`src/rtl/pulse_scheduler.sv`:
```
// Multi-channel periodic pulse generator: one period counter, NCH compare
// channels, shadowed configuration that only changes while idle or at a wrap.
module pulse_scheduler #(
   parameter int WIDTH = 5,
   parameter int NCH   = 3
) (
   input  logic                   clk,
   input  logic                   rst_n,
   input  logic                   start,
   input  logic                   stop,
   input  logic                   cfg_load,
   input  logic [WIDTH-1:0]       cfg_period,
   input  logic [NCH*WIDTH-1:0]   cfg_cmp,
   input  logic [NCH-1:0]         cfg_ch_en,
   input  logic                   cfg_oneshot,
   output logic [NCH-1:0]         pulse,
   output logic                   any_pulse,
   output logic                   wrap,
   output logic                   busy,
   output logic                   cfg_pend,
   output logic [WIDTH-1:0]       count
);

   typedef enum logic {IDLE, RUN} state_t;

   state_t               state_q, state_d;
   logic [WIDTH-1:0]     count_q, count_d;
   logic [WIDTH-1:0]     per_q, per_d, pper_q, pper_d;
   logic [NCH*WIDTH-1:0] cmp_q, cmp_d, pcmp_q, pcmp_d;
   logic [NCH-1:0]       en_q, en_d, pen_q, pen_d;
   logic                 os_q, os_d, pos_q, pos_d;
   logic                 pend_q, pend_d;
   logic [NCH-1:0]       pulse_q, pulse_d;
   logic                 any_q, any_d;
   logic                 wrap_q, wrap_d;
   logic                 busy_q, busy_d;
   logic                 at_end;

   assign at_end = (count_q == per_q);

   always_comb begin
      state_d = state_q;
      count_d = count_q;
      per_d   = per_q;
      cmp_d   = cmp_q;
      en_d    = en_q;
      os_d    = os_q;
      pper_d  = pper_q;
      pcmp_d  = pcmp_q;
      pen_d   = pen_q;
      pos_d   = pos_q;
      pend_d  = pend_q;
      busy_d  = busy_q;
      pulse_d = '0;
      wrap_d  = 1'b0;

      if (state_q == IDLE) begin
         count_d = '0;
         if (cfg_load) begin
            per_d = cfg_period;
            cmp_d = cfg_cmp;
            en_d  = cfg_ch_en;
            os_d  = cfg_oneshot;
         end
         if (start && !stop) begin
            state_d = RUN;
            busy_d  = 1'b1;
         end
      end else if (stop) begin
         // Abort: a waiting configuration still takes effect, a same-edge load wins over it.
         state_d = IDLE;
         busy_d  = 1'b0;
         count_d = '0;
         pend_d  = 1'b0;
         if (pend_q) begin
            per_d = pper_q;
            cmp_d = pcmp_q;
            en_d  = pen_q;
            os_d  = pos_q;
         end
         if (cfg_load) begin
            per_d = cfg_period;
            cmp_d = cfg_cmp;
            en_d  = cfg_ch_en;
            os_d  = cfg_oneshot;
         end
      end else begin
         for (int i = 0; i < NCH; i++)
            pulse_d[i] = en_q[i] && (count_q == cmp_q[i*WIDTH +: WIDTH]);
         wrap_d = at_end;
         if (at_end) begin
            count_d = '0;
            pend_d  = 1'b0;
            if (pend_q) begin
               per_d = pper_q;
               cmp_d = pcmp_q;
               en_d  = pen_q;
               os_d  = pos_q;
            end
            if (cfg_load) begin
               per_d = cfg_period;
               cmp_d = cfg_cmp;
               en_d  = cfg_ch_en;
               os_d  = cfg_oneshot;
            end
            if (os_q) begin
               state_d = IDLE;
               busy_d  = 1'b0;
            end
         end else begin
            count_d = count_q + WIDTH'(1);
            if (cfg_load) begin
               pper_d = cfg_period;
               pcmp_d = cfg_cmp;
               pen_d  = cfg_ch_en;
               pos_d  = cfg_oneshot;
               pend_d = 1'b1;
            end
         end
      end

      any_d = |pulse_d;
   end

   always_ff @(posedge clk or negedge rst_n) begin
      if (!rst_n) begin
         state_q <= IDLE;
         count_q <= '0;
         per_q   <= '1;
         cmp_q   <= '0;
         en_q    <= '0;
         os_q    <= 1'b0;
         pper_q  <= '0;
         pcmp_q  <= '0;
         pen_q   <= '0;
         pos_q   <= 1'b0;
         pend_q  <= 1'b0;
         pulse_q <= '0;
         any_q   <= 1'b0;
         wrap_q  <= 1'b0;
         busy_q  <= 1'b0;
      end else begin
         state_q <= state_d;
         count_q <= count_d;
         per_q   <= per_d;
         cmp_q   <= cmp_d;
         en_q    <= en_d;
         os_q    <= os_d;
         pper_q  <= pper_d;
         pcmp_q  <= pcmp_d;
         pen_q   <= pen_d;
         pos_q   <= pos_d;
         pend_q  <= pend_d;
         pulse_q <= pulse_d;
         any_q   <= any_d;
         wrap_q  <= wrap_d;
         busy_q  <= busy_d;
      end
   end

   assign pulse     = pulse_q;
   assign any_pulse = any_q;
   assign wrap      = wrap_q;
   assign busy      = busy_q;
   assign cfg_pend  = pend_q;
   assign count     = count_q;

endmodule

```
`config.mk`:
```
export PLATFORM = sky130hd
export DESIGN_NAME = pulse_scheduler
export DESIGN_NICKNAME = d
export VERILOG_FILES = /design/src/rtl/pulse_scheduler.sv
export SDC_FILE = /design/constraint.sdc
export NUM_CORES = 1
export LEC_CHECK = 0
export CORE_MARGIN = 3
export CORE_UTILIZATION = 55
export CTS_BUF_LIST = sky130_fd_sc_hd__clkbuf_4 sky130_fd_sc_hd__clkbuf_8 sky130_fd_sc_hd__clkbuf_16
export CTS_CLUSTER_SIZE = 30
export DETAILED_ROUTE_END_ITERATION = 12
export GPL_TIMING_DRIVEN = 0
export PLACE_DENSITY = 0.77
export SLEW_MARGIN = 20
export SYNTH_ARGS = -nofsm -noshare
export SYNTH_HDL_FRONTEND = slang
export SYNTH_SLANG_ARGS = --single-unit
```
`constraint.sdc`:
```
create_clock -name clk -period 1.9 [get_ports clk]
set_input_delay 0.38 -clock clk [delete_from_list [all_inputs] [get_ports clk]]
set_output_delay 0.38 -clock clk [all_outputs]
set_load 0.01 [all_outputs]
```
==> impl_metrics.csv <==
group,metric,value,unit
status,outcome,"finished, final reports clean",
synthesis,netlist_area,0.00315,sq mm
power_and_ir_drop,irDropWorstVdd,0.000694,V
grt,grt_max_degree,33,
placement,port_buffers,40,
detailed_routing,remaining_drc_errors,0,
die,io_pins,41,
placement,dp.final_hpwl,4680,microns
power_and_ir_drop,power.share.clock,34.5,%
clock_network,ctsHtreeMaxLevel,3,
detailed_routing,vias_per_cell,5.96,
setup_path,crit_family,"buffers and inverters",
clock_network,numCtsBuffers,9,
clock_network,ctsRootBufferMaster,"clkbuf_8",
synthesis,synth_area_leaders,"dfrtp_1, mux2_4, mux2i_1",
finish,mostFrequentLayoutCell,"dfrtp_1",
placement,gp_congestion,0.800,
power_and_ir_drop,pwr-share-seq,44.4,%
grt,grt_usage,22.5,%
flow_run,drv_cap,0,
setup_path,path_cells,"buf_6, xnor2_2, nand2_2, o211ai_4, buf_12, buf_12, mux2_4",
detailed_routing,ant_nets,0,
power_and_ir_drop,p_comb_share,21.2,%
finish,final_nets,335,
setup_path,critPathLaunchType,"flip-flop",
grt,grt_pass1_wl,11200,microns
detailed_routing,first_pass_iters,5,
timing,min_period,1.85,ns
clock_network,cts.clk_slew.worst_paths,0.07,ns
setup_path,slowest_delay,0.39,ns
setup_path,required,2.13,ns
finish,fillCellCount,384,
setup_path,slowest_stage,"dfrtp_1",
timing,min_period_over_period,97.5,%
finish,post-route-util,74.9,%
timing,hold_viol_final,0,
power_and_ir_drop,internal_power,2.83,mW
finish,instances_no_fill,380,
detailed_routing,drt_iter0_drc,231,
setup_path,cp_max_fo,10,
setup_path,crit_path_end_kind,"flip-flop",
finish,layout-drive-gt1-share,28.4,%
synthesis,synth_seq_cells,61,
power_and_ir_drop,p_leak,1.71,nW
die,dieArea,0.00668,sq mm
timing,fmax,0.540,GHz
synthesis,yosysSeqAreaShare,48.6,%
synthesis,syn_avg_cell_area,12.7,sq um
setup_path,critical_path_class,"flip-flop to flip-flop",
clock_network,cts_tree,"built",
grt,overflow,0,
setup_path,path_common_cell,"buf_12",
synthesis,synth_warnings,0,
detailed_routing,vias,2266,
grt,grt_pass1_vias,2258,
synthesis,netlist_instances,248,
power_and_ir_drop,p_total,3.84,mW
power_and_ir_drop,powerDensity,963,mW/mm^2
timing,clock-skew-final,0.00906,ns
die,die_h,81.7,microns
clock_network,clock_sinks,61,
timing,finalSetupViolCount,0,
timing,hold_ws,0.488,ns
finish,n_antenna_cell,0,
power_and_ir_drop,p_switching,1.01,mW
finish,area_growth_syn_to_layout,26.6,%
synthesis,ys_types,34,
timing,slew_violations,0,
worst_hold_path,holdCritPathClass,"input pin to flip-flop",
clock_network,clockBufferDepth,2,
synthesis,yosysTopAreaCellShare,44.4,%
timing,worst_pin_slew,0.531,ns
timing,fin_tns_setup,0,ns
die,start_util,59.1,%
power_and_ir_drop,switching_share,26.4,%
detailed_routing,wl_per_cell,18.2,microns
detailed_routing,drt_wl_total,6910,microns
synthesis,synth_largest_area_cell,"dfrtp_1",
timing,slew_headroom,64.6,%
placement,place_inst,359,
finish,layout.cells.most_common_list,"dfrtp_1, clkdlybuf4s50_1, mux2i_1, a31oi_1, a221oi_1",
die,core_area,0.00534,sq mm
clock_network,clock_latency,0.35,ns
die,die_x,81.7,microns
setup_path,path_buf_inv,3,
setup_path,cp.arrival,2.09,ns
die,rows,26,
synthesis,syn_nets,278,
grt,antenna_found_initial,0,
-- layout make-up --
class                      count  area (sq um)  area share [%]
buffer                        27           195            4.89
clock buffer                  12           159            3.98
clock inverter                 4          70.1            1.75
inverter                       2          7.51           0.188
multi-input combinational    158          1470            36.8
sequential                    61          1530            38.4
tap                           70          87.6            2.19
timing repair buffer          46           473            11.8
-- path summary, 6_finish.rpt --
kind | start | endpoint | slack, ns | depth (start not counted)
worst max-delay path | count[2]$_DFF_PN0_ | pcmp_q[10]$_DFFE_PN0P_ | 0.05 | 7
worst min-delay path | cfg_load | cfg_pend$_DFFE_PN0P_ | 0.49 | 3
worst max register to register | count[2]$_DFF_PN0_ | pcmp_q[10]$_DFFE_PN0P_ | 0.05 | 7
worst min register to register | pcmp_q[2]$_DFFE_PN0P_ | pcmp_q[2]$_DFFE_PN0P_ | 0.51 | 1
max in group asynchronous | rst_n | per_q[0]$_DFFE_PN1P_ | 0.83 | 3
min in group asynchronous | rst_n | pen_q[2]$_DFFE_PN0P_ | 0.50 | 2
-- timing repair --
action | 4_1_cts | 5_1_grt
pin swaps | 1 | 2
hold buffers | 1 | 0
endpoints found under the setup margin | 34 | 43
setup buffers | 1 | 3
cloned | 0 | 0
gates resized for setup | 2 | 11
hold endpoints to repair | 25 | 0
-- routing by layer --
metal	part of all wire, %	track usage, %	routed length, microns
met1	43	30.2	3000
met2	48	34.6	3330
met3	6.7	4.39	463
met4	1.7	12.0	119
met5	0	0	0
-- logic make-up after synthesis --
| family | after synthesis | share of synthesized area [%] |
|---|---|---|
| flip-flops | 61 | 48.6 |
| AO/OA/AOI/OAI | 57 | 13.8 |
| multiplexers | 48 | 18.6 |
| buffers and inverters | 29 | 6.27 |
| AND/OR/NAND/NOR | 29 | 4.84 |
| XOR/XNOR | 23 | 7.58 |
| adder cells (fa/ha/maj) | 1 | 0.397 |
-- power groups by stage --
stage	Clock, mW	Sequential [mW]	Combinational (mW)
2_1_floorplan	0	1.68	0.556
3_3_place_gp	0	1.71	0.742
3_5_place_dp	0	1.72	0.770
4_1_cts	1.34	1.70	0.784
5_1_grt	1.40	1.73	0.885
6_report	1.32	1.71	0.815
-- cell usage after synthesis, drive strengths merged --
cell type	instances
dfrtp	56
a221oi	24
a31oi	24
mux2	24
mux2i	24
xnor2	21
buf	20
nor2	9
clkbuf	7
nand3	6
dfstp	5
and3	4
a21oi	3
nand2	3
nand4	3
inv	2
nor2b	2
o21ai	2
xor2	2
a211oi	1
a21o	1
and2	1
ha	1
o211ai	1
o32ai	1
or3	1
-- flip-flops by register name, summed over array words and instances (netlist names) --
| name | flops |
|---|---|
| pos_q | 1 |
| busy | 1 |
| cmp_q | 15 |
| pper_q | 5 |
| os_q | 1 |
| state_q | 1 |
| cfg_pend | 1 |
| per_q | 5 |
| en_q | 3 |
| wrap | 1 |
| any_pulse | 1 |
| count | 5 |
| pen_q | 3 |
| pulse | 3 |
| pcmp_q | 15 |
-- worst register-to-register path, cell delays in order (launching register included) --
cell,delay [ns]
dfrtp_1,0.39
buf_6,0.15
xnor2_2,0.21
nand2_2,0.14
o211ai_4,0.22
buf_12,0.16
buf_12,0.15
mux2_4,0.32
-- metrics by stage --
stage | setup slack [ns] | area [sq um]
final | 0.0470 | 3990
after CTS | 0.00642 | 3920
after detailed placement | -0.412 | 3660
after global placement | -1.48 | 3640
after global routing | -0.0330 | 3990
after floorplan | 0.144 | 3150
Note: power is estimated with default switching activity, not from simulation.
